## config.mk

```make
export PLATFORM = sky130hd
export DESIGN_NAME = alu_issue_unit
export DESIGN_NICKNAME = d
export VERILOG_FILES = /design/src/rtl/alu_issue_unit.sv
export SDC_FILE = /design/constraint.sdc
export NUM_CORES = 1
export LEC_CHECK = 0
export CAP_MARGIN = 20
export CORE_ASPECT_RATIO = 1.25
export CORE_MARGIN = 4
export CORE_UTILIZATION = 38
export DETAILED_ROUTE_END_ITERATION = 12
export PLACE_DENSITY = 0.79
export RECOVER_POWER = 50
export SLEW_MARGIN = 40
export SYNTH_ARGS = -nofsm -noshare
export SYNTH_HDL_FRONTEND = slang
export SYNTH_SLANG_ARGS = --single-unit
```

## constraint.sdc

```tcl
create_clock -name clk -period 2.1 [get_ports clk]
set_input_delay 0.42 -clock clk [delete_from_list [all_inputs] [get_ports clk]]
set_output_delay 0.42 -clock clk [all_outputs]
set_load 0.005 [all_outputs]
```

## src/rtl/alu_issue_unit.sv

```systemverilog
// alu_issue_unit: registered front end for the combinational 16-bit ALU.
// Accepts commands over a valid/ready handshake. It drives registered
// opcode and operands to the ALU, captures the ALU result one cycle later,
// and returns it over a second valid/ready handshake.
// Optional feature: define ALU_ISSUE_ACC_EN to add an accumulator that can
// replace operand A.
module alu_issue_unit #(
   parameter int unsigned WIDTH     = 16,
   parameter int unsigned CNT_WIDTH = 16
) (
   input  logic                 clk,
   input  logic                 rst,
   input  logic                 cmd_valid,
   output logic                 cmd_ready,
   input  logic [2:0]           cmd_op,
   input  logic [WIDTH-1:0]     cmd_a,
   input  logic [WIDTH-1:0]     cmd_b,
   input  logic                 cmd_use_acc,
   output logic [2:0]           alu_op,
   output logic [WIDTH-1:0]     alu_in0,
   output logic [WIDTH-1:0]     alu_in1,
   input  logic [WIDTH-1:0]     alu_dout,
   output logic                 res_valid,
   input  logic                 res_ready,
   output logic [WIDTH-1:0]     res_data,
   output logic                 res_zero,
   output logic [CNT_WIDTH-1:0] op_count
);

   typedef enum logic [1:0] {
      IDLE = 2'd0,
      EXEC = 2'd1,
      RESP = 2'd2
   } state_t;

   state_t           state;
   state_t           state_next;
   logic             accept;
   logic             deliver;
   logic [WIDTH-1:0] operand_a;

   // State register
   always_ff @(posedge clk or posedge rst) begin
      if (rst) state <= IDLE;
      else     state <= state_next;
   end

   // Next-state logic
   always_comb begin
      state_next = state;
      case (state)
         IDLE:    if (accept)  state_next = EXEC;
         EXEC:                 state_next = RESP;
         RESP:    if (deliver) state_next = IDLE;
         default:              state_next = IDLE;
      endcase
   end

   // Handshake decode; cmd_ready is gated by rst so it reads low during reset
   always_comb begin
      cmd_ready = (state == IDLE) && !rst;
      accept    = cmd_valid && cmd_ready;
      deliver   = (state == RESP) && res_valid && res_ready;
   end

`ifdef ALU_ISSUE_ACC_EN
   logic [WIDTH-1:0] acc;

   // Accumulator follows every ALU result
   always_ff @(posedge clk or posedge rst) begin
      if (rst)                 acc <= '0;
      else if (state == EXEC)  acc <= alu_dout;
   end

   // Operand A source select
   always_comb begin
      operand_a = cmd_use_acc ? acc : cmd_a;
   end
`else
   logic unused_use_acc;

   // Operand A always comes from the command; the accumulator select is ignored
   always_comb begin
      operand_a      = cmd_a;
      unused_use_acc = cmd_use_acc;
   end
`endif

   // ALU input registers: load only on command acceptance
   always_ff @(posedge clk or posedge rst) begin
      if (rst) begin
         alu_op  <= '0;
         alu_in0 <= '0;
         alu_in1 <= '0;
      end else if (accept) begin
         alu_op  <= cmd_op;
         alu_in0 <= operand_a;
         alu_in1 <= cmd_b;
      end
   end

   // Result capture and hold until handshake
   always_ff @(posedge clk or posedge rst) begin
      if (rst) begin
         res_valid <= 1'b0;
         res_data  <= '0;
         res_zero  <= 1'b0;
      end else if (state == EXEC) begin
         res_valid <= 1'b1;
         res_data  <= alu_dout;
         res_zero  <= (alu_dout == '0);
      end else if (deliver) begin
         res_valid <= 1'b0;
      end
   end

   // Completed-operation counter, wraps naturally
   always_ff @(posedge clk or posedge rst) begin
      if (rst)          op_count <= '0;
      else if (deliver) op_count <= op_count + 1'b1;
   end

endmodule
```

Word-level counts from Yosys, hierarchy flattened
Index checks and enable logic that the tools add are counted.

Register bits: 71. Bits of input ports: 56. Word-level logic and storage cells: 27.

Add/sub/neg operators: 1. Equality and inequality tests: 4. Mux-type cells: 5. Reductions and logical operators: 9.

Operators by type and width (count): 16-bit by 1-bit adder with 16-bit output, second input constant (1); 16-bit zero test (1); 2-bit one-hot mux with 3 select lines (1); 1-bit logical AND (4); 2-bit 2-to-1 mux (2); 2-bit inequality test, second input constant (2); 2-bit by 1-bit equality test with 1-bit output, second input constant (1); 2-bit equality test, second input constant (1); 2-bit zero test (1); 1-bit 2-to-1 mux (2); 2-bit AND reduction (1); 2-bit nonzero test (1); 1-bit zero test (1).

Logic depth before layout (Yosys ltp)
Word-level depth: 5. Mapped depth: 5.

Worst setup path before layout
Ideal clock, no wire load.

Path type: reg2reg. From: reg state[1]. To: reg alu_in0[0]. Library setup time: 0.127 ns. Data arrival time: 1.428 ns. Path slack: 0.544 ns. Stages on the path, launching flop included: 6. Path buffers: 2. Clock period less this slack: 1.556 ns. Cells stage by stage: dfrtp_1 nor3_2 and2_1 buf_2 buf_6 mux2_1.

Longest elaborated chain between the ends: 3.

RTL lines: from (decl) (RTL line 36) `state_t state;`; from (signal assigned) (RTL line 45) `else state <= state_next;`; 2-bit zero test (RTL line 61) `cmd_ready = (state == IDLE) && !rst;`; 1-bit logical AND (RTL line 61); net cmd_ready (RTL line 14) `output logic cmd_ready,`; 1-bit logical AND (RTL line 62) `accept = cmd_valid && cmd_ready;`; to (signal assigned) (RTL line 97) `alu_in0 <= operand_a;`; to (decl) (RTL line 20) `output logic [WIDTH-1:0] alu_in0,`.

The timed path passes the listed nets, and every way through them passes these cells. A chain may end at the register's enable or synchronous reset.

Worst setup path after layout
From: reg state[0]. To: out cmd_ready.

Longest elaborated chain between the ends: 2.

RTL lines (RTL line): 2-bit zero test (61); 1-bit logical AND (61); to (decl) (14).

No other way between the ends.

==> impl_metrics.ini <==
[setup_path]
cp_max_fo = 6
reg2reg_from = state[0]
ff2ff_setup_slack_ns = 0.33
arrival_ns = 1.53
end_kind = output port
crit_required_ns = 1.68
worst-path-buf-inv = 1
worstSetupStartpointType = register
crit_type = register to output port
startpoint = state[0]
worstPathCellList = nor3_2 > clkdlybuf4s50_1
cpPeakStageDelay_ns = 0.55
cp_top_family = buffers and inverters
crit_slowest_cell = clkdlybuf4s50_1

[sta]
fin_ws_ns = 0.1547
timing.fmax_mhz = 514.1
fin_crit_ns = 1.945
worst_pin_slew_ns = 1.021
hold_violations = 0
fin_skew_ns = 0.006962
slew_headroom = 0.3155
rsz0062_at_grt = false
setup_viol = 0
holdWs_ns = 0.4763
timing.final.crit_share = 0.9263
slew_viol_final = 0
tns_ns = 0

[worst_hold_path]
hold_class = register to register
hold_start = res_data[6]

[layout]
num-nets-final = 416
n_antenna_cell = 0
final_area_sq_um = 4393
final.fill_count = 582
drive_gt1_frac = 0.07967
area_delta_synth_final_pct = 55.42

[logic_synthesis]
syn_nets = 284
ys_ff_latch = 71
netlist_instances = 227
synth_seq_area_share = 0.6286
async_reset_ff_frac = 1.000
yosys.cell_types.count = 27
ys.warnings.count = 0
syn_avg_cell_area_sq_um = 12.45
synthesis.area_sq_um = 2826
synth_edf_count = 0
synth-main-ff-cell = dfrtp_1

[clocking]
postCtsHoldBufs = 0
htreeDepth = 3
numCtsBuffers = 9
path_clk_slew_ns = 0.07
cts_tree = built
postCtsSetupRepairBufs = 0
insertion_delay_ns = 0.33
cts_sinks = 71
cts_buffer_depth = 2
cts_resized = 0
clockRootBuffer = clkbuf_8

[floorplan]
dieHeight_microns = 104.4
pin_count = 126
row_count = 34
die_area_sq_um = 8891
core_area_sq_um = 7104
initial_utilization = 0.3979
die_w_microns = 85.14

[routing]
routed_via_density = 4.714
drcViolationCount = 0
finalWirelength_microns = 6663
wire_per_inst_microns = 14.68
vias = 2140
firstDrtPassIters = 4
drt_iter0_drc = 73
ant_nets = 0

[global_route]
grt_pass1_wl_microns = 11270
grt_start_max_net_pins = 31
antenna_found_initial = 0
first_global_vias = 2391
grt_overflow_total = 0
grt_usage = 0.1583

[power]
finalPower_w = 0.005400
peakVddDrop_uv = 652.1
p_per_area_nw_per_um2 = 1229
p_leak_nw = 1.894

[place]
hpwl_microns = 5161
portBuffers = 124
placed_area_sq_um = 4205
place_ws_ns = 0.08722
place.gp.congestion = 0.7686

[job]
drv_cap = 0

[outcome]
outcome = finished clean
cells in the final DEF, fill, tap and decap left out, types with 2 or more instances in the layout:
cell type / instances
clkdlybuf4s50_1: 123
dfrtp_1: 71
nand2_1: 64
mux2_1: 29
xnor2_1: 11
clkbuf_8: 11
nor2_1: 6
mux2_2: 6
nand4_1: 5
nand3_1: 4
xor2_1: 4
nor4_1: 4
clkbuf_1: 3
nor3_2: 2
bufinv_16: 2
buf_12: 2
cells in the mapped netlist (all sizes together), types with 3 or more instances:
cell,n,area share
xnor2,11,0.034
xor2,4,0.012
nor4,4,0.0089
nand3,4,0.0071
mux2,35,0.14
dfrtp,71,0.63
nand4,5,0.011
nor2,6,0.0080
clkbuf,4,0.0053
nor3,3,0.0089
buf,4,0.014
nand2,64,0.085
layer usage:
layer,up-vias,global-route usage,routed length (microns)
met2,90,0.2594,3323
li1,1015,-,-
met3,15,0.05705,599
met4,0,0.08258,186
met1,1020,0.1782,2554
met5,-,0,0
registers in the layout, indices dropped and copies added, names as in the netlist:
name	flops
alu_op	3
res_valid	1
alu_in0	16
res_zero	1
alu_in1	16
state	2
res_data	16
op_count	16
worst paths after layout:
path | end | depth (start not counted)
worst max-delay path | cmd_ready | 2
worst min-delay path | res_data[6] | 2
worst max register to register | op_count[9] | 4
worst min register to register | res_data[6] | 2
max in group asynchronous | res_data[4] | 4
min in group asynchronous | alu_in1[1] | 3
through the flow:
step | instances | util
2_1_floorplan | 227 | -
3_3_place_gp | 438 | 0.5919
3_5_place_dp | 438 | 0.5919
4_1_cts | 454 | 0.6235
5_1_grt | 454 | 0.6184
6_report | 454 | 0.6184
power breakdown:
| group | switching [W] | internal, W |
|---|---|---|
| clock network | 0.000474 | 0.000734 |
| logic | 0.000641 | 0.00132 |
| registers | 0.000316 | 0.00192 |
| total | 0.00143 | 0.00397 |
cell families (layout without fill, tap and decap cells):
| logic type | Yosys count | after routing | synth area share |
|---|---|---|---|
| compound gates | 1 | 1 | 0.001769 |
| fa+ha+maj | 1 | 1 | 0.004426 |
| mux | 35 | 35 | 0.1394 |
| buf+inv | 9 | 146 | 0.02036 |
| flops | 71 | 71 | 0.6286 |
| simple gates | 95 | 95 | 0.1589 |
| xor+xnor | 15 | 15 | 0.04648 |
final cells by class:
class,count,area [sq um],share of cell area
flip-flops and latches,71,1777,0.4044
repair buffers,129,1297,0.2954
multi-input cells,147,977.2,0.2224
clock buffers,13,158.9,0.03617
well taps,90,112.6,0.02563
clock inverters,3,65.06,0.01481
inverters,1,5.005,0.001139
worst min-delay path, cell delays in order (launching register included):
cell and delay (ns):
dfrtp_1 0.35, nand2_1 0.05, nand2_1 0.05
(Power assumes the default switching activity.)
